File: src/rtl/dac_playback_ctrl_pkg.sv
// Shared types and default widths for the DAC playback controller.
package dac_playback_ctrl_pkg;

    localparam int unsigned DAC_DW        = 14;
    localparam int unsigned CNT_W_DEF     = 32;
    localparam int unsigned DIV_W_DEF     = 16;
    localparam logic [DAC_DW-1:0] IDLE_CODE_DEF = 14'h2000;

    typedef enum logic [1:0] {
        ST_IDLE  = 2'd0,
        ST_PRIME = 2'd1,
        ST_RUN   = 2'd2,
        ST_FLUSH = 2'd3
    } state_e;

endpackage

File: src/rtl/dac_playback_ctrl_if.sv
// FIFO read port between the playback controller (master) and the waveform FIFO (slave).
interface dac_playback_ctrl_if #(
    parameter int unsigned DW = dac_playback_ctrl_pkg::DAC_DW
) ();

    logic          fifo_rd_en;
    logic [DW-1:0] fifo_data;
    logic          fifo_empty;
    logic          fifo_almost_empty;

    modport master (
        output fifo_rd_en,
        input  fifo_data,
        input  fifo_empty,
        input  fifo_almost_empty
    );

    modport slave (
        input  fifo_rd_en,
        output fifo_data,
        output fifo_empty,
        output fifo_almost_empty
    );

endinterface

File: src/rtl/dac_playback_ctrl_rate_tick.sv
// Sample-rate divider: tick on the first enabled cycle, then every rate_div+1 clocks.
module dac_playback_ctrl_rate_tick #(
    parameter int unsigned DIV_W = dac_playback_ctrl_pkg::DIV_W_DEF
) (
    input  logic             clk,
    input  logic             rst_n,
    input  logic             clr,
    input  logic [DIV_W-1:0] rate_div,
    output logic             tick_c
);

    logic [DIV_W-1:0] cnt_q;

    assign tick_c = !clr && (cnt_q == '0);

    always_ff @(posedge clk or negedge rst_n) begin
        if (!rst_n) begin
            cnt_q <= '0;
        end else if (clr || (cnt_q == rate_div)) begin
            cnt_q <= '0;
        end else begin
            cnt_q <= cnt_q + DIV_W'(1);
        end
    end

endmodule

File: src/rtl/dac_playback_ctrl.sv
// DAC playback sequencer: paces FIFO reads and drives the AD9744 data bus.
// Build option DAC_HOLD_LAST_EN: when defined, the last played sample stays on dac_data in IDLE.
module dac_playback_ctrl
    import dac_playback_ctrl_pkg::*;
#(
    parameter int unsigned   DW        = DAC_DW,
    parameter int unsigned   CNT_W     = CNT_W_DEF,
    parameter int unsigned   DIV_W     = DIV_W_DEF,
    parameter logic [DW-1:0] IDLE_CODE = DW'(IDLE_CODE_DEF)
) (
    input  logic                clk,
    input  logic                rst_n,
    input  logic                start,
    input  logic                stop,
    input  logic                cfg_continuous,
    input  logic [CNT_W-1:0]    cfg_burst_len,
    input  logic [DIV_W-1:0]    cfg_rate_div,
    input  logic                underrun_clr,
    dac_playback_ctrl_if.master fifo,
    output logic [DW-1:0]       dac_data,
    output logic                busy,
    output logic                done,
    output logic                underrun
);

    state_e state_q, state_d;

    logic             cont_q;
    logic [CNT_W-1:0] len_q;
    logic [DIV_W-1:0] div_q;
    logic [CNT_W-1:0] cnt_q;
    logic             pend_q;

    logic accept_c;
    logic run_c;
    logic tick_c;
    logic tick_clr_c;
    logic rd_c;
    logic empty_tick_c;
    logic last_c;

    // Stop outranks a same-cycle tick: neither a read nor an underrun is raised.
    assign accept_c     = (state_q == ST_IDLE) && start && !stop;
    assign run_c        = (state_q == ST_RUN);
    assign tick_clr_c   = !run_c;
    assign rd_c         = run_c && tick_c && !stop && !fifo.fifo_empty;
    assign empty_tick_c = run_c && tick_c && !stop && fifo.fifo_empty;
    assign last_c       = !cont_q && ((cnt_q + CNT_W'(1)) == len_q);

    assign fifo.fifo_rd_en = rd_c;

    dac_playback_ctrl_rate_tick #(
        .DIV_W (DIV_W)
    ) u_rate_tick (
        .clk      (clk),
        .rst_n    (rst_n),
        .clr      (tick_clr_c),
        .rate_div (div_q),
        .tick_c   (tick_c)
    );

    always_ff @(posedge clk or negedge rst_n) begin
        if (!rst_n) begin
            state_q <= ST_IDLE;
        end else begin
            state_q <= state_d;
        end
    end

    always_comb begin
        state_d = state_q;
        case (state_q)
            ST_IDLE: begin
                if (accept_c) state_d = ST_PRIME;
            end
            ST_PRIME: begin
                if (stop || (!cont_q && (len_q == '0))) state_d = ST_FLUSH;
                else if (!fifo.fifo_almost_empty)       state_d = ST_RUN;
            end
            ST_RUN: begin
                if (stop || (rd_c && last_c)) state_d = ST_FLUSH;
            end
            ST_FLUSH: state_d = ST_IDLE;
            default:  state_d = ST_IDLE;
        endcase
    end

    // Config snapshot, sample counter and registered outputs.
    always_ff @(posedge clk or negedge rst_n) begin
        if (!rst_n) begin
            cont_q   <= 1'b0;
            len_q    <= '0;
            div_q    <= '0;
            cnt_q    <= '0;
            pend_q   <= 1'b0;
            dac_data <= IDLE_CODE;
            busy     <= 1'b0;
            done     <= 1'b0;
            underrun <= 1'b0;
        end else begin
            if (accept_c) begin
                cont_q <= cfg_continuous;
                len_q  <= cfg_burst_len;
                div_q  <= cfg_rate_div;
                cnt_q  <= '0;
            end else if (rd_c) begin
                cnt_q  <= cnt_q + CNT_W'(1);
            end

            pend_q <= rd_c;

            if (pend_q) begin
                dac_data <= fifo.fifo_data;
`ifndef DAC_HOLD_LAST_EN
            end else if (state_q == ST_IDLE) begin
                dac_data <= IDLE_CODE;
`endif
            end

            busy <= (state_d != ST_IDLE);
            done <= (state_q == ST_FLUSH);

            if (empty_tick_c)      underrun <= 1'b1;
            else if (underrun_clr) underrun <= 1'b0;
        end
    end

endmodule
File: src/flat_wrapper.sv
// flat-port wrapper written by rule: the top's interface ports become plain ports
module dac_playback_ctrl_flat import dac_playback_ctrl_pkg::*;
#(
    parameter int unsigned   DW        = DAC_DW,
    parameter int unsigned   CNT_W     = CNT_W_DEF,
    parameter int unsigned   DIV_W     = DIV_W_DEF,
    parameter logic [DW-1:0] IDLE_CODE = DW'(IDLE_CODE_DEF)
)
  (clk, rst_n, start, stop, cfg_continuous, cfg_burst_len, cfg_rate_div, underrun_clr, dac_data, busy, done, underrun, fifo_fifo_rd_en, fifo_fifo_data, fifo_fifo_empty, fifo_fifo_almost_empty);
  dac_playback_ctrl_if #(.DW(DW)) fifo_i ();
  input  logic clk;
  input  logic rst_n;
  input  logic start;
  input  logic stop;
  input  logic cfg_continuous;
  input  logic [CNT_W-1:0] cfg_burst_len;
  input  logic [DIV_W-1:0] cfg_rate_div;
  input  logic underrun_clr;
  output logic [DW-1:0] dac_data;
  output logic busy;
  output logic done;
  output logic underrun;
  output wire logic [$bits(fifo_i.fifo_rd_en)-1:0] fifo_fifo_rd_en;
  input wire logic [$bits(fifo_i.fifo_data)-1:0] fifo_fifo_data;
  input wire logic [$bits(fifo_i.fifo_empty)-1:0] fifo_fifo_empty;
  input wire logic [$bits(fifo_i.fifo_almost_empty)-1:0] fifo_fifo_almost_empty;
  assign fifo_fifo_rd_en = fifo_i.fifo_rd_en;
  assign fifo_i.fifo_data = fifo_fifo_data;
  assign fifo_i.fifo_empty = fifo_fifo_empty;
  assign fifo_i.fifo_almost_empty = fifo_fifo_almost_empty;
  dac_playback_ctrl #(.DW(DW), .CNT_W(CNT_W), .DIV_W(DIV_W), .IDLE_CODE(IDLE_CODE)) u_core (.clk(clk), .rst_n(rst_n), .start(start), .stop(stop), .cfg_continuous(cfg_continuous), .cfg_burst_len(cfg_burst_len), .cfg_rate_div(cfg_rate_div), .underrun_clr(underrun_clr), .fifo(fifo_i), .dac_data(dac_data), .busy(busy), .done(done), .underrun(underrun));
endmodule
File: config.mk
export PLATFORM = sky130hd
export DESIGN_NAME = dac_playback_ctrl_flat
export DESIGN_NICKNAME = d
export VERILOG_FILES = /design/src/rtl/dac_playback_ctrl_pkg.sv /design/src/rtl/dac_playback_ctrl_if.sv /design/src/rtl/dac_playback_ctrl_rate_tick.sv /design/src/rtl/dac_playback_ctrl.sv /design/src/flat_wrapper.sv
export SDC_FILE = /design/constraint.sdc
export NUM_CORES = 1
export LEC_CHECK = 0
export BUFFER_PORTS_ARGS = -buffer_cell sky130_fd_sc_hd__clkbuf_2
export CAP_MARGIN = 0
export CORE_UTILIZATION = 55
export CTS_CLUSTER_DIAMETER = 120
export DETAILED_ROUTE_END_ITERATION = 12
export PLACE_DENSITY = 0.77
export SYNTH_ARGS = -nofsm -noshare
export SYNTH_HDL_FRONTEND = slang
export SYNTH_SLANG_ARGS = --single-unit
export TNS_END_PERCENT = 1
File: constraint.sdc
create_clock -name clk -period 7.1 [get_ports clk]
set_clock_uncertainty 0.05 [all_clocks]
set_input_delay 0.71 -clock clk [delete_from_list [all_inputs] [get_ports clk]]
set_output_delay 0.71 -clock clk [all_outputs]
set_load 0.01 [all_outputs]
Word level (Yosys, flattened, before mapping)
Index checks and enable logic that the tools add are counted.
{"block": "totals", "wordCells": 54, "ff_bits": 117, "inputBits": 70, "output_inout_bits": 18}
{"block": "classes", "n_mux": 12, "add_sub_neg": 2, "n_eq_ne": 5, "n_reduce_logical": 24}
{"operator": "32-bit 2-to-1 mux", "count": 2}
{"operator": "32-bit by 1-bit adder with 32-bit output (second input constant)", "count": 1}
{"operator": "32-bit == test", "count": 1}
{"operator": "32-bit logical NOT", "count": 1}
{"operator": "14-bit 2-to-1 mux", "count": 2}
{"operator": "16-bit by 1-bit adder with 16-bit output (second input constant)", "count": 1}
{"operator": "16-bit == test", "count": 1}
{"operator": "16-bit logical NOT", "count": 1}
{"operator": "16-bit 2-to-1 mux", "count": 1}
{"operator": "1-bit logical AND", "count": 10}
{"operator": "2-bit 2-to-1 mux", "count": 4}
{"operator": "2-bit case mux with 4 select lines", "count": 1}
{"operator": "2-bit nonzero test", "count": 4}
{"operator": "2-bit == test (second input constant)", "count": 2}
{"operator": "1-bit logical NOT", "count": 4}
{"operator": "1-bit logical OR", "count": 3}
{"operator": "2-bit by 1-bit == test with 1-bit output (second input constant)", "count": 1}
{"operator": "2-bit logical NOT", "count": 1}
{"operator": "1-bit 2-to-1 mux", "count": 2}

Longest topological paths before layout
Gate-level depths: netlist of the first run.
{"block": "logic_depth", "depth_word": 10, "depth_mapped": 11, "mapped_depth_nobuf": 9}

Modules after synthesis
A second synthesis of the first run with hierarchy kept.
{"block": "unflattened", "hier_cells": 620, "area_unflattened_um2": 6354.8}
{"module": "dac_playback_ctrl", "n_inst": 1, "seq_area_each_um2": 2528.7, "cells_each": 511, "area_per_inst_um2": 5316.3}
{"module": "dac_playback_ctrl_rate_tick", "n_inst": 1, "seq_area_each_um2": 400.4, "cells_each": 109, "area_per_inst_um2": 1038.5}

Least setup slack after synthesis of the first run
No wires, ideal clock.
{"block": "synth_timing", "path_type": "register to register", "startpoint": "register u_core.cnt_q[0]", "endpoint": "register u_core.state_q[0]", "slack_ps": 4521, "stages_incl_launch_ff": 10, "setup_ps": 92, "arrival_ps": 2437, "synth_period_minus_slack_ps": 2579, "required_time_ps": 6958, "path_buffers": 1, "path_cell_list": "dfrtp_1 -> ha_1 -> nand3_1 -> nor2_2 -> and3_1 -> clkbuf_1 -> nand3_1 -> xnor2_1 -> or4_1 -> o31ai_2"}
{"block": "synth_via", "elab_chain_cells": 7}
{"item": "start: declaration", "line_no": "dac_playback_ctrl.sv:31", "text": "logic [CNT_W-1:0] cnt_q;"}
{"item": "start signal: assignment", "line_no": "dac_playback_ctrl.sv:107", "text": "cnt_q <= cnt_q + CNT_W'(1);"}
{"item": "32-bit by 1-bit adder with 32-bit output", "line_no": "dac_playback_ctrl.sv:48", "text": "assign last_c = !cont_q && ((cnt_q + CNT_W'(1)) == len_q);"}
{"item": "32-bit == test", "line_no": "dac_playback_ctrl.sv:48"}
{"item": "1-bit logical AND", "line_no": "dac_playback_ctrl.sv:48"}
{"item": "1-bit logical AND", "line_no": "dac_playback_ctrl.sv:81", "text": "if (stop || (rd_c && last_c)) state_d = ST_FLUSH;"}
{"item": "1-bit logical OR", "line_no": "dac_playback_ctrl.sv:81"}
{"item": "2-bit 2-to-1 mux", "line_no": "dac_playback_ctrl.sv:81"}
{"item": "2-bit case mux with 4 select lines", "line_no": "dac_playback_ctrl.sv:72", "text": "case (state_q)"}
{"item": "named net u_core.state_d[0]", "line_no": "dac_playback_ctrl.sv:26", "text": "state_e state_q, state_d;"}
{"item": "end signal: assignment", "line_no": "dac_playback_ctrl.sv:66", "text": "state_q <= state_d;"}
{"item": "end: declaration", "line_no": "dac_playback_ctrl.sv:26"}
The timed path passes the listed nets, and every way through them passes these cells.
A chain may end at the register's enable or synchronous reset.

Worst setup path in the final report of the first run
{"block": "layout_timing", "startpoint": "register u_core.u_rate_tick.cnt_q[1]", "endpoint": "output port fifo_fifo_rd_en"}
{"block": "layout_via", "elab_chain_cells": 5}
{"item": "start: declaration", "line_no": "dac_playback_ctrl_rate_tick.sv:12", "text": "logic [DIV_W-1:0] cnt_q;"}
{"item": "start signal: assignment", "line_no": "dac_playback_ctrl_rate_tick.sv:22", "text": "cnt_q <= cnt_q + DIV_W'(1);"}
{"item": "16-bit logical NOT", "line_no": "dac_playback_ctrl_rate_tick.sv:14", "text": "assign tick_c = !clr && (cnt_q == '0);"}
{"item": "1-bit logical AND", "line_no": "dac_playback_ctrl_rate_tick.sv:14"}
{"item": "1-bit logical AND (3 in series)", "line_no": "dac_playback_ctrl.sv:46", "text": "assign rd_c = run_c && tick_c && !stop && !fifo.fifo_empty;"}
{"item": "end: declaration", "line_no": "flat_wrapper.sv:23", "text": "output wire logic [$bits(fifo_i.fifo_rd_en)-1:0] fifo_fifo_rd_en;"}
Every way passes these cells.

==> results of run 1 <==
==> layout make-up <==
| class | count | area [um^2] | share of cell area |
|---|---|---|---|
| Clock inverter | 4 | 70.1 | 0.00972 |
| Sequential cell | 117 | 2930 | 0.406 |
| Clock buffer | 25 | 494 | 0.0686 |
| Inverter | 10 | 37.5 | 0.00521 |
| Timing Repair Buffer | 90 | 460 | 0.0639 |
| Multi-Input combinational cell | 437 | 3040 | 0.422 |
| Tap cell | 140 | 175 | 0.0243 |
==> sequential cells by signal, summed over array words and instances, names as in the netlist <==
name                      count
u_core.cnt_q                 32
u_core.len_q                 32
u_core.u_rate_tick.cnt_q     16
u_core.underrun               1
u_core.done                   1
u_core.div_q                 16
u_core.dac_data              14
u_core.busy                   1
u_core.cont_q                 1
u_core.pend_q                 1
u_core.state_q                2
==> Yosys cell counts, types with 2 or more instances <==
cell	count	area [um^2]
sky130_fd_sc_hd__and4_1	7	61.3
sky130_fd_sc_hd__nor4b_1	3	26.3
sky130_fd_sc_hd__nor2_1	42	158
sky130_fd_sc_hd__and3_1	12	75.1
sky130_fd_sc_hd__or4_1	2	15.0
sky130_fd_sc_hd__a22o_1	13	114
sky130_fd_sc_hd__buf_2	6	30.0
sky130_fd_sc_hd__nor3_1	13	65.1
sky130_fd_sc_hd__o41ai_1	3	26.3
sky130_fd_sc_hd__xor2_1	39	342
sky130_fd_sc_hd__clkbuf_1	24	90.1
sky130_fd_sc_hd__nor4_1	15	93.8
sky130_fd_sc_hd__a21oi_1	16	80.1
sky130_fd_sc_hd__and2_1	6	37.5
sky130_fd_sc_hd__o31ai_1	17	128
sky130_fd_sc_hd__o21ai_0	46	230
sky130_fd_sc_hd__or3_1	6	37.5
sky130_fd_sc_hd__a31oi_1	5	31.3
sky130_fd_sc_hd__ha_1	3	37.5
sky130_fd_sc_hd__nand3_1	26	130
sky130_fd_sc_hd__nand4_1	18	113
sky130_fd_sc_hd__inv_1	10	37.5
sky130_fd_sc_hd__xnor2_1	42	368
sky130_fd_sc_hd__mux2_2	49	552
sky130_fd_sc_hd__dfrtp_1	116	2900
sky130_fd_sc_hd__nand3b_1	3	22.5
sky130_fd_sc_hd__nand2_1	34	128
==> per-stage QoR <==
step	cells	hold slack [ns]	util	instance area [um^2]	power [mW]
6_report	823	0.0897	0.665	7210	2.54
3_5_place_dp	794	0.430	0.613	6640	1.72
5_1_grt	823	0.117	0.665	7210	2.68
4_1_cts	823	0.100	0.665	7210	2.55
2_1_floorplan	596	0.364	-	6130	1.50
3_3_place_gp	794	0.427	0.613	6640	1.68
==> path summary, 6_finish.rpt <==
check | startpoint | endpoint | slack [ns]
min in group clk | fifo_fifo_data[13] | u_core.dac_data[13] | 0.31
hold / removal | rst_n | u_core.dac_data[0] | 0.09
setup reg to reg | u_core.cnt_q[0] | u_core.state_q[0] | 3.93
setup / recovery | u_core.u_rate_tick.cnt_q[1] | fifo_fifo_rd_en | 3.70
hold reg to reg | u_core.dac_data[9] | u_core.dac_data[9] | 0.45
max in group asynchronous | rst_n | u_core.u_rate_tick.cnt_q[6] | 5.52
==> cell families (layout without fill, tap and decap cells) <==
kind of cell | count (synthesis) | after routing | synth area share
XOR/XNOR | 81 | 81 | 0.116
AND/OR/NAND/NOR | 197 | 197 | 0.170
adder cells (fa/ha/maj) | 3 | 3 | 0.00612
flip-flops | 117 | 117 | 0.478
buffers and inverters | 42 | 129 | 0.0294
AO/OA/AOI/OAI | 106 | 106 | 0.109
multiplexers | 50 | 50 | 0.0916
==> per-layer routing <==
layer / track usage / up-vias / wire (um)
li1: - / 2301 / -
met1: 0.357 / 2469 / 6420
met2: 0.451 / 136 / 7320
met3: 0.0732 / 28 / 736
met4: 0.0978 / 0 / 242
met5: 0 / - / 0
==> report_power, final <==
part | switching [mW] | internal (mW) | total, mW
clock | 0.283 | 0.539 | 0.822
sequential | 0.199 | 0.853 | 1.05
combinational | 0.327 | 0.341 | 0.668
==> layout by cell type, fill, tap and decap left out, types with 3 or more instances in the layout <==
cell type / Yosys / routed
sky130_fd_sc_hd__clkbuf_8: 0 / 6
sky130_fd_sc_hd__or3_1: 6 / 6
sky130_fd_sc_hd__inv_1: 10 / 10
sky130_fd_sc_hd__a21oi_1: 16 / 16
sky130_fd_sc_hd__buf_4: 1 / 4
sky130_fd_sc_hd__o31ai_1: 17 / 17
sky130_fd_sc_hd__o21ai_0: 46 / 46
sky130_fd_sc_hd__and3_1: 12 / 12
sky130_fd_sc_hd__nand3_1: 26 / 26
sky130_fd_sc_hd__nor2_1: 42 / 40
sky130_fd_sc_hd__o41ai_1: 3 / 3
sky130_fd_sc_hd__nor4b_1: 3 / 3
sky130_fd_sc_hd__clkbuf_1: 24 / 3
sky130_fd_sc_hd__nand2_1: 34 / 34
sky130_fd_sc_hd__xor2_1: 39 / 39
sky130_fd_sc_hd__a31oi_1: 5 / 5
sky130_fd_sc_hd__ha_1: 3 / 3
sky130_fd_sc_hd__nor3_1: 13 / 12
sky130_fd_sc_hd__and4_1: 7 / 7
sky130_fd_sc_hd__xnor2_1: 42 / 42
sky130_fd_sc_hd__nor4_1: 15 / 15
sky130_fd_sc_hd__clkbuf_16: 0 / 16
sky130_fd_sc_hd__nand3b_1: 3 / 3
sky130_fd_sc_hd__a22o_1: 13 / 13
sky130_fd_sc_hd__mux2_2: 49 / 49
sky130_fd_sc_hd__nand4_1: 18 / 18
sky130_fd_sc_hd__and2_1: 6 / 6
sky130_fd_sc_hd__dfrtp_1: 116 / 116
sky130_fd_sc_hd__clkbuf_2: 0 / 86
==> flow_results.xml, run 1 <==
<?xml version="1.0" encoding="UTF-8"?>
<metrics>
  <group name="worst_setup_path">
    <metric name="cp.buffers_inverters" unit="">2</metric>
    <metric name="cp.depth" unit="">6</metric>
    <metric name="critical_path.slowest_cell" unit="">sky130_fd_sc_hd__nor3_1</metric>
    <metric name="critical_path.cell_chain" unit="">inv_1 &gt; ha_1 &gt; nor4b_1 &gt; nand2_1 &gt; nor3_1 &gt; clkbuf_2</metric>
    <metric name="critPathMaxFanout" unit="">7</metric>
    <metric name="cp-end-kind" unit="">primary output</metric>
    <metric name="timing.critical_path.slowest_cell_delay" unit="ns">0.68</metric>
    <metric name="arr_time_crit_path" unit="ns">2.64</metric>
    <metric name="critPathTopFamily" unit="">simple AND/OR/NAND/NOR gates</metric>
    <metric name="crit_type" unit="">flip-flop to primary output</metric>
    <metric name="timing.critical_path.required" unit="ns">6.34</metric>
    <metric name="timing.reg2reg.worst_path_depth" unit="">8</metric>
    <metric name="critPathLaunchType" unit="">flip-flop</metric>
  </group>
  <group name="logic_synthesis">
    <metric name="synth-seq-cells" unit="">117</metric>
    <metric name="synthDistinctLibCells" unit="">47</metric>
    <metric name="post_synth.cell_area_avg" unit="um^2">10.3</metric>
    <metric name="synth_edf_count" unit="">0</metric>
    <metric name="synth-async-reset-ratio" unit="">1.00</metric>
    <metric name="synth_top_flop_cell" unit="">sky130_fd_sc_hd__dfrtp_1</metric>
    <metric name="synth.yosys.seq_area_share" unit="">0.478</metric>
    <metric name="netlist_instances" unit="">596</metric>
    <metric name="post_synth_instance_area" unit="mm^2">0.00613</metric>
    <metric name="synth.net_count" unit="">669</metric>
    <metric name="synthesis.yosys.warnings" unit="">0</metric>
  </group>
  <group name="timing">
    <metric name="worst_slew_pin_tran" unit="ns">1.20</metric>
    <metric name="report.final.setup_viol" unit="">0</metric>
    <metric name="timing.final.crit_period" unit="ns">3.40</metric>
    <metric name="share_of_the_cycle_needed_by_the_critical_path_after_routing" unit="">0.479</metric>
    <metric name="setup-tns-final" unit="ns">0</metric>
    <metric name="hold_viol_final" unit="">0</metric>
    <metric name="grt_setup_unrepaired" unit="">false</metric>
    <metric name="max_freq" unit="GHz">0.294</metric>
    <metric name="postLayoutSetupSlackWorst" unit="ns">3.70</metric>
    <metric name="slew_violations" unit="">0</metric>
    <metric name="maxSlewHeadroom" unit="">0.196</metric>
  </group>
  <group name="placement">
    <metric name="numPortBuffers" unit="">87</metric>
    <metric name="hpwlAfterDp" unit="um">10100</metric>
    <metric name="gp_congestion" unit="">0.934</metric>
    <metric name="place_worst_setup_slack" unit="ns">3.96</metric>
  </group>
  <group name="power_and_ir_drop">
    <metric name="vdd_drop_max" unit="mV">0.236</metric>
    <metric name="pwr_density_cell" unit="mW/mm^2">353</metric>
    <metric name="power_leakage" unit="nW">3.22</metric>
  </group>
  <group name="clock_network">
    <metric name="root_buffer" unit="">sky130_fd_sc_hd__clkbuf_8</metric>
    <metric name="worst_skew_pair.late_latency" unit="ns">0.53</metric>
    <metric name="post_cts_buffers" unit="">0</metric>
    <metric name="numClockSinks" unit="">117</metric>
    <metric name="path_clk_slew" unit="ns">0.06</metric>
    <metric name="cts_max_path_buffers" unit="">2</metric>
    <metric name="htree_num_levels" unit="">4</metric>
    <metric name="tritoncts.num_buffers" unit="">17</metric>
    <metric name="tritoncts" unit="">yes</metric>
    <metric name="post_cts_resized" unit="">0</metric>
    <metric name="hold_buffers" unit="">0</metric>
  </group>
  <group name="die">
    <metric name="io_pins" unit="">88</metric>
    <metric name="dieArea" unit="mm^2">0.0116</metric>
    <metric name="chipWidth" unit="um">108</metric>
    <metric name="die_y" unit="um">108</metric>
    <metric name="placeableCoreArea" unit="mm^2">0.0108</metric>
    <metric name="core.rowCount" unit="">38</metric>
    <metric name="floorplan.initialDensity" unit="">0.566</metric>
  </group>
  <group name="global_routing">
    <metric name="gr-total-overflow" unit="">0</metric>
    <metric name="first_global_vias" unit="">4915</metric>
    <metric name="global_routing_usage_summed_across_all_routing_layers" unit="">0.277</metric>
    <metric name="grt_antenna_before_repair" unit="">0</metric>
    <metric name="grt_pass1_wl" unit="um">24200</metric>
    <metric name="grt_start_max_net_pins" unit="">80</metric>
  </group>
  <group name="job">
    <metric name="cap_viol_max_count" unit="">0</metric>
  </group>
  <group name="detailed_routing">
    <metric name="antenna_violating_nets_post_route" unit="">0</metric>
    <metric name="first_iter_violations" unit="">394</metric>
    <metric name="first_pass_iters" unit="">5</metric>
    <metric name="drt-total-wl" unit="um">14700</metric>
    <metric name="number_of_drc_violations_after_detailed_routing" unit="">0</metric>
    <metric name="post_drt_via_cell_ratio" unit="">6.00</metric>
    <metric name="routedWlPerCell" unit="um">17.9</metric>
    <metric name="detailroute.via_count" unit="">4934</metric>
  </group>
  <group name="min_path">
    <metric name="hold_path_class" unit="">input pin to asynchronous set/reset pin</metric>
  </group>
  <group name="layout">
    <metric name="share_of_layout_cells_above_drive_strength_1" unit="">0.259</metric>
    <metric name="nets" unit="">746</metric>
    <metric name="area_growth_syn_to_layout" unit="%">17.5</metric>
    <metric name="antennaDiodeCount" unit="">0</metric>
    <metric name="fillCellCount" unit="">867</metric>
  </group>
  <group name="run_status">
    <metric name="run_status" unit="">complete, no violations</metric>
  </group>
</metrics>
Power figures use the tool's default switching activity.
==> run 2, diff against run 1 <==
- clock period: 7.1 -> 3.5 ns (I/O delays scaled with it)
==> flow_results.xml, run 2 (same netlist as run 1, synthesis figures left out) <==
<?xml version="1.0" encoding="UTF-8"?>
<metrics>
  <group name="timing">
    <metric name="report.final.setup_viol" unit="">0</metric>
    <metric name="postLayoutSetupSlackWorst" unit="ns">0.589</metric>
    <metric name="worst_slew_pin_tran" unit="ns">0.941</metric>
    <metric name="setup-tns-final" unit="ns">0</metric>
    <metric name="hold_viol_final" unit="">0</metric>
    <metric name="slew_violations" unit="">0</metric>
    <metric name="share_of_the_cycle_needed_by_the_critical_path_after_routing" unit="">0.832</metric>
    <metric name="grt_setup_unrepaired" unit="">false</metric>
    <metric name="timing.final.crit_period" unit="ns">2.91</metric>
    <metric name="max_freq" unit="GHz">0.343</metric>
    <metric name="maxSlewHeadroom" unit="">0.373</metric>
  </group>
  <group name="placement">
    <metric name="numPortBuffers" unit="">87</metric>
    <metric name="placement.cell_area" unit="mm^2">0.00667</metric>
    <metric name="place_worst_setup_slack" unit="ns">0.634</metric>
    <metric name="dpl.cell_count" unit="">797</metric>
    <metric name="hpwlAfterDp" unit="um">10200</metric>
    <metric name="gp_congestion" unit="">0.958</metric>
  </group>
  <group name="clock_network">
    <metric name="tritoncts.num_buffers" unit="">17</metric>
    <metric name="numClockSinks" unit="">117</metric>
    <metric name="path_clk_slew" unit="ns">0.06</metric>
    <metric name="post_cts_resized" unit="">0</metric>
    <metric name="tritoncts" unit="">yes</metric>
    <metric name="cts_max_path_buffers" unit="">2</metric>
    <metric name="htree_num_levels" unit="">4</metric>
    <metric name="root_buffer" unit="">sky130_fd_sc_hd__clkbuf_8</metric>
    <metric name="worst_skew_pair.late_latency" unit="ns">0.54</metric>
  </group>
  <group name="global_routing">
    <metric name="grt_antenna_before_repair" unit="">0</metric>
    <metric name="gr-total-overflow" unit="">0</metric>
    <metric name="grt_pass1_wl" unit="um">26400</metric>
    <metric name="first_global_vias" unit="">5320</metric>
    <metric name="global_routing_usage_summed_across_all_routing_layers" unit="">0.304</metric>
    <metric name="grt_start_max_net_pins" unit="">75</metric>
  </group>
  <group name="layout">
    <metric name="antennaDiodeCount" unit="">0</metric>
    <metric name="nets" unit="">810</metric>
    <metric name="mostFrequentLayoutCell" unit="">sky130_fd_sc_hd__dfrtp_1</metric>
    <metric name="mostFrequentLayoutCells" unit="">sky130_fd_sc_hd__dfrtp_1, sky130_fd_sc_hd__clkbuf_2, sky130_fd_sc_hd__dlygate4sd3_1</metric>
    <metric name="fin_cells" unit="">890</metric>
    <metric name="final_cell_area" unit="mm^2">0.00793</metric>
    <metric name="area_growth_syn_to_layout" unit="%">29.2</metric>
    <metric name="largestRegisters" unit="">u_core.cnt_q: 32 flops, u_core.len_q: 32 flops</metric>
    <metric name="share_of_layout_cells_above_drive_strength_1" unit="">0.244</metric>
  </group>
  <group name="worst_setup_path">
    <metric name="timing.critical_path.slowest_cell_delay" unit="ns">0.56</metric>
    <metric name="timing.critical_path.required" unit="ns">3.89</metric>
    <metric name="arr_time_crit_path" unit="ns">3.30</metric>
    <metric name="critical_path.cell_chain" unit="">ha_1 &gt; xor2_1 &gt; nor4b_1 &gt; o2111ai_1 &gt; a2111oi_2 &gt; nand4_1 &gt; or4_1 &gt; o31ai_2</metric>
    <metric name="critPathLaunchType" unit="">flip-flop</metric>
    <metric name="cp-end-kind" unit="">flip-flop</metric>
    <metric name="critPathMaxFanout" unit="">7</metric>
    <metric name="timing.reg2reg.setup_slack" unit="ns">0.59</metric>
    <metric name="crit_type" unit="">flip-flop to flip-flop</metric>
    <metric name="critical_path.slowest_cell" unit="">sky130_fd_sc_hd__or4_1</metric>
  </group>
  <group name="detailed_routing">
    <metric name="post_drt_via_cell_ratio" unit="">5.94</metric>
    <metric name="first_pass_iters" unit="">5</metric>
    <metric name="number_of_drc_violations_after_detailed_routing" unit="">0</metric>
    <metric name="first_iter_violations" unit="">398</metric>
    <metric name="routedWlPerCell" unit="um">17.9</metric>
    <metric name="antenna_violating_nets_post_route" unit="">0</metric>
    <metric name="detailroute.via_count" unit="">5283</metric>
    <metric name="drt-total-wl" unit="um">16000</metric>
  </group>
  <group name="power_and_ir_drop">
    <metric name="combPwrFrac" unit="">0.264</metric>
    <metric name="p_int" unit="mW">3.74</metric>
    <metric name="switchingPower" unit="mW">1.71</metric>
    <metric name="share_seq_of_total_power" unit="">0.391</metric>
    <metric name="pwr_density_cell" unit="mW/mm^2">688</metric>
    <metric name="power_switching_share" unit="">0.313</metric>
    <metric name="power_leakage" unit="nW">3.52</metric>
    <metric name="clock_power_share" unit="">0.345</metric>
    <metric name="vdd_drop_max" unit="mV">0.485</metric>
  </group>
  <group name="run_status">
    <metric name="run_status" unit="">complete, no violations</metric>
  </group>
  <group name="die">
    <metric name="placeableCoreArea" unit="mm^2">0.0108</metric>
    <metric name="io_pins" unit="">88</metric>
    <metric name="dieArea" unit="mm^2">0.0116</metric>
    <metric name="die_y" unit="um">108</metric>
    <metric name="core.rowCount" unit="">38</metric>
    <metric name="floorplan.initialDensity" unit="">0.566</metric>
    <metric name="chipWidth" unit="um">108</metric>
  </group>
  <group name="min_path">
    <metric name="hold_path_class" unit="">input pin to flip-flop</metric>
  </group>
  <group name="job">
    <metric name="cap_viol_max_count" unit="">0</metric>
  </group>
</metrics>
## run 2: repair_timing
| item | in CTS | in global routing |
|---|---|---|
| hold buffers | 59 | 2 |
| setup buffers | 0 | 0 |
| hold endpoints to repair | 131 | 2 |
## run 2: worst max-delay path: cells and delay by family, from the launching register on
kind                       cells  cell delay [ns]
adders and majority gates      1             0.35
and+or+nand+nor                3             1.06
xor gates and xnor gates       1             0.17
DFF                            1             0.45
AOI/OAI and AO/OA              3             0.74
## run 2: layer usage
layer	share of wire	global-route usage
met5	0	0
met1	0.41	0.375
met4	0.030	0.157
met2	0.49	0.495
met3	0.065	0.0757
## run 2: final timing paths
check / end / cells after the start / start
hold reg to reg: u_core.dac_data[7] / 1 / u_core.dac_data[7]
min in group asynchronous: u_core.dac_data[0] / 2 / rst_n
max in group asynchronous: u_core.dac_data[13] / 3 / rst_n
setup reg to reg: u_core.state_q[0] / 8 / u_core.cnt_q[0]
setup / recovery: u_core.state_q[0] / 8 / u_core.cnt_q[0]
hold / removal: u_core.len_q[12] / 2 / cfg_burst_len[12]
## run 2: layout make-up
type,instances,area (um^2)
tap,140,175
fill,745,2910
inverter,10,37.5
clock inverter,7,140
sequential,117,2930
timing repair buffer,154,1110
clock buffer,25,504
multi-input combinational,437,3030
## run 2: power by group through the flow
stage | clock, mW | sequential, mW | combinational (mW)
after floorplan | 0 | 2.02 | 1.02
after global placement | 0 | 2.12 | 1.32
after detailed placement | 0 | 2.14 | 1.35
after CTS | 1.90 | 2.12 | 1.42
after global routing | 1.96 | 2.18 | 1.57
final | 1.88 | 2.13 | 1.44
## run 2: metrics by stage
| step | hold slack, ns | utilization | power [mW] |
|---|---|---|---|
| floorplan | 0.00441 | - | 3.04 |
| global placement | 0.427 | 0.615 | 3.45 |
| detailed placement | 0.433 | 0.615 | 3.49 |
| CTS | 0.000734 | 0.729 | 5.44 |
| global route | 0.00216 | 0.731 | 5.72 |
| finish | 0.0178 | 0.731 | 5.45 |
==> run 3, diff against run 2 <==
- clock period: 3.5 -> 2.96 ns (I/O delays scaled with it)
==> flow_results.xml, run 3 (same netlist as run 1, synthesis figures left out) <==
<?xml version="1.0" encoding="UTF-8"?>
<metrics>
  <group name="clock_network">
    <metric name="tritoncts" unit="">yes</metric>
    <metric name="worst_skew_pair.late_latency" unit="ns">0.54</metric>
    <metric name="numClockSinks" unit="">117</metric>
    <metric name="htree_num_levels" unit="">4</metric>
    <metric name="tritoncts.num_buffers" unit="">17</metric>
    <metric name="path_clk_slew" unit="ns">0.06</metric>
    <metric name="cts_max_path_buffers" unit="">2</metric>
    <metric name="post_cts_buffers" unit="">0</metric>
    <metric name="root_buffer" unit="">sky130_fd_sc_hd__clkbuf_8</metric>
  </group>
  <group name="detailed_routing">
    <metric name="drt-total-wl" unit="um">15600</metric>
    <metric name="detailroute.via_count" unit="">5197</metric>
    <metric name="first_iter_violations" unit="">355</metric>
    <metric name="first_pass_iters" unit="">5</metric>
    <metric name="routedWlPerCell" unit="um">17.4</metric>
    <metric name="post_drt_via_cell_ratio" unit="">5.77</metric>
    <metric name="antenna_violating_nets_post_route" unit="">0</metric>
    <metric name="number_of_drc_violations_after_detailed_routing" unit="">0</metric>
  </group>
  <group name="min_path">
    <metric name="worst_hold_path.num_cells" unit="">3</metric>
    <metric name="endpoint_of_the_worst_hold_path" unit="">u_core.state_q[1]</metric>
    <metric name="hold_path_class" unit="">input pin to flip-flop</metric>
    <metric name="hp-start" unit="">fifo_fifo_almost_empty</metric>
  </group>
  <group name="job">
    <metric name="cap_viol_max_count" unit="">0</metric>
  </group>
  <group name="power_and_ir_drop">
    <metric name="combPwrFrac" unit="">0.269</metric>
    <metric name="share_seq_of_total_power" unit="">0.399</metric>
    <metric name="power_switching_share" unit="">0.318</metric>
    <metric name="power_leakage" unit="nW">3.57</metric>
    <metric name="pwr_density_cell" unit="mW/mm^2">794</metric>
    <metric name="p_int" unit="mW">4.33</metric>
    <metric name="switchingPower" unit="mW">2.02</metric>
    <metric name="design_power_total" unit="mW">6.35</metric>
    <metric name="clock_power_share" unit="">0.333</metric>
    <metric name="vdd_drop_max" unit="mV">0.604</metric>
  </group>
  <group name="worst_setup_path">
    <metric name="r2r_start" unit="">u_core.cnt_q[0]</metric>
    <metric name="critPathLaunchType" unit="">flip-flop</metric>
    <metric name="timing.reg2reg.setup_slack" unit="ns">0.20</metric>
    <metric name="critical_path.startpoint" unit="">u_core.cnt_q[0]</metric>
    <metric name="cp-end-kind" unit="">flip-flop</metric>
    <metric name="timing.critical_path.slowest_cell_delay" unit="ns">0.55</metric>
    <metric name="critical_path.slowest_cell" unit="">sky130_fd_sc_hd__or4_1</metric>
    <metric name="cp.buffers_inverters" unit="">0</metric>
    <metric name="critical_path.cell_chain" unit="">ha_2 &gt; xor2_1 &gt; nor4b_2 &gt; o2111ai_1 &gt; a2111oi_2 &gt; nand4_1 &gt; or4_1 &gt; o31ai_2</metric>
    <metric name="arr_time_crit_path" unit="ns">3.16</metric>
    <metric name="critPathTopFamily" unit="">simple AND/OR/NAND/NOR gates</metric>
    <metric name="crit_type" unit="">flip-flop to flip-flop</metric>
    <metric name="timing.critical_path.required" unit="ns">3.37</metric>
    <metric name="regToRegEndpoint" unit="">u_core.state_q[0]</metric>
    <metric name="critPathMaxFanout" unit="">7</metric>
    <metric name="timing.reg2reg.worst_path_depth" unit="">8</metric>
  </group>
  <group name="global_routing">
    <metric name="global_routing_usage_summed_across_all_routing_layers" unit="">0.294</metric>
    <metric name="grt_start_max_net_pins" unit="">56</metric>
    <metric name="gr-total-overflow" unit="">0</metric>
    <metric name="grt_antenna_before_repair" unit="">0</metric>
    <metric name="first_global_vias" unit="">5283</metric>
    <metric name="grt_pass1_wl" unit="um">25500</metric>
  </group>
  <group name="layout">
    <metric name="mostFrequentLayoutCells" unit="">sky130_fd_sc_hd__dfrtp_1, sky130_fd_sc_hd__clkbuf_2, sky130_fd_sc_hd__dlygate4sd3_1</metric>
    <metric name="final_cell_area" unit="mm^2">0.00799</metric>
    <metric name="mostFrequentLayoutCell" unit="">sky130_fd_sc_hd__dfrtp_1</metric>
    <metric name="antennaDiodeCount" unit="">0</metric>
    <metric name="nets" unit="">821</metric>
    <metric name="share_of_layout_cells_above_drive_strength_1" unit="">0.251</metric>
    <metric name="largestRegisters" unit="">u_core.cnt_q: 32 flops, u_core.len_q: 32 flops</metric>
    <metric name="area_growth_syn_to_layout" unit="%">30.3</metric>
  </group>
  <group name="die">
    <metric name="floorplan.initialDensity" unit="">0.566</metric>
    <metric name="placeableCoreArea" unit="mm^2">0.0108</metric>
    <metric name="core.rowCount" unit="">38</metric>
    <metric name="dieArea" unit="mm^2">0.0116</metric>
    <metric name="die_y" unit="um">108</metric>
    <metric name="io_pins" unit="">88</metric>
    <metric name="chipWidth" unit="um">108</metric>
  </group>
  <group name="timing">
    <metric name="share_of_the_cycle_needed_by_the_critical_path_after_routing" unit="">0.932</metric>
    <metric name="worst_slew_pin_tran" unit="ns">0.883</metric>
    <metric name="hold_viol_final" unit="">0</metric>
    <metric name="setup-tns-final" unit="ns">0</metric>
    <metric name="postLayoutSetupSlackWorst" unit="ns">0.202</metric>
    <metric name="report.final.setup_viol" unit="">0</metric>
    <metric name="grt_setup_unrepaired" unit="">false</metric>
    <metric name="timing.final.crit_period" unit="ns">2.76</metric>
    <metric name="worst_hold_slack" unit="ns">0.0356</metric>
    <metric name="slew_violations" unit="">0</metric>
    <metric name="maxSlewHeadroom" unit="">0.409</metric>
    <metric name="max_freq" unit="GHz">0.363</metric>
  </group>
  <group name="placement">
    <metric name="placement.cell_area" unit="mm^2">0.00671</metric>
    <metric name="gp_congestion" unit="">0.917</metric>
    <metric name="numPortBuffers" unit="">87</metric>
    <metric name="place_worst_setup_slack" unit="ns">0.0443</metric>
    <metric name="hpwlAfterDp" unit="um">10100</metric>
  </group>
  <group name="run_status">
    <metric name="run_status" unit="">complete, no violations</metric>
  </group>
</metrics>
-- run 3: what timing repair did --
| action | 4_1_cts | 5_1_grt |
|---|---|---|
| hold buffers | 66 | 0 |
| gates resized for setup | 0 | 2 |
| endpoints found under the setup margin | 0 | 1 |
| hold endpoints to repair | 116 | 0 |
-- run 3: worst max path at each step --
stage                              to  slack, ns  cells past startpoint
global route        u_core.state_q[0]       0.02                      8
global placement    u_core.state_q[0]       0.19                      8
CTS                 u_core.state_q[0]       0.03                      8
detailed placement  u_core.state_q[0]       0.04                      8
finish              u_core.state_q[0]       0.20                      8
floorplan           u_core.state_q[0]       0.38                      9
-- run 3: through the flow --
step | std cells | util
after floorplan | 596 | -
after global placement | 803 | 0.619
after detailed placement | 803 | 0.619
after CTS | 901 | 0.736
after global routing | 901 | 0.737
final | 901 | 0.737
-- run 3: area by class of cell --
type                            count  area, um^2
Fill cell                         745        2850
Timing Repair Buffer              165        1200
Inverter                           10        37.5
Sequential cell                   117        2930
Multi-Input combinational cell    437        3040
Clock buffer                       23         487
Clock inverter                      9         123
Tap cell                          140         175
-- run 3: power groups by stage --
stage | clock network, mW | logic (mW) | registers [mW]
finish | 2.11 | 1.71 | 2.53
global route | 2.21 | 1.88 | 2.58
CTS | 2.14 | 1.69 | 2.52
detailed placement | 0 | 1.60 | 2.54
global placement | 0 | 1.56 | 2.52
floorplan | 0 | 1.21 | 2.39
-- run 3: worst register-to-register path: cells and delay by family, from the launching register on --
kind | cells | cell delay, ns
flops | 1 | 0.46
simple gates | 3 | 0.95
compound gates | 3 | 0.71
fa+ha+maj | 1 | 0.33
xor+xnor | 1 | 0.17
-- run 3: layer usage --
metal | part of all wire | track usage | vias up
met1 | 0.43 | 0.374 | 2526
met3 | 0.058 | 0.0817 | 38
met2 | 0.49 | 0.467 | 175
met5 | 0 | 0 | -
li1 | - | - | 2458
met4 | 0.029 | 0.134 | 0
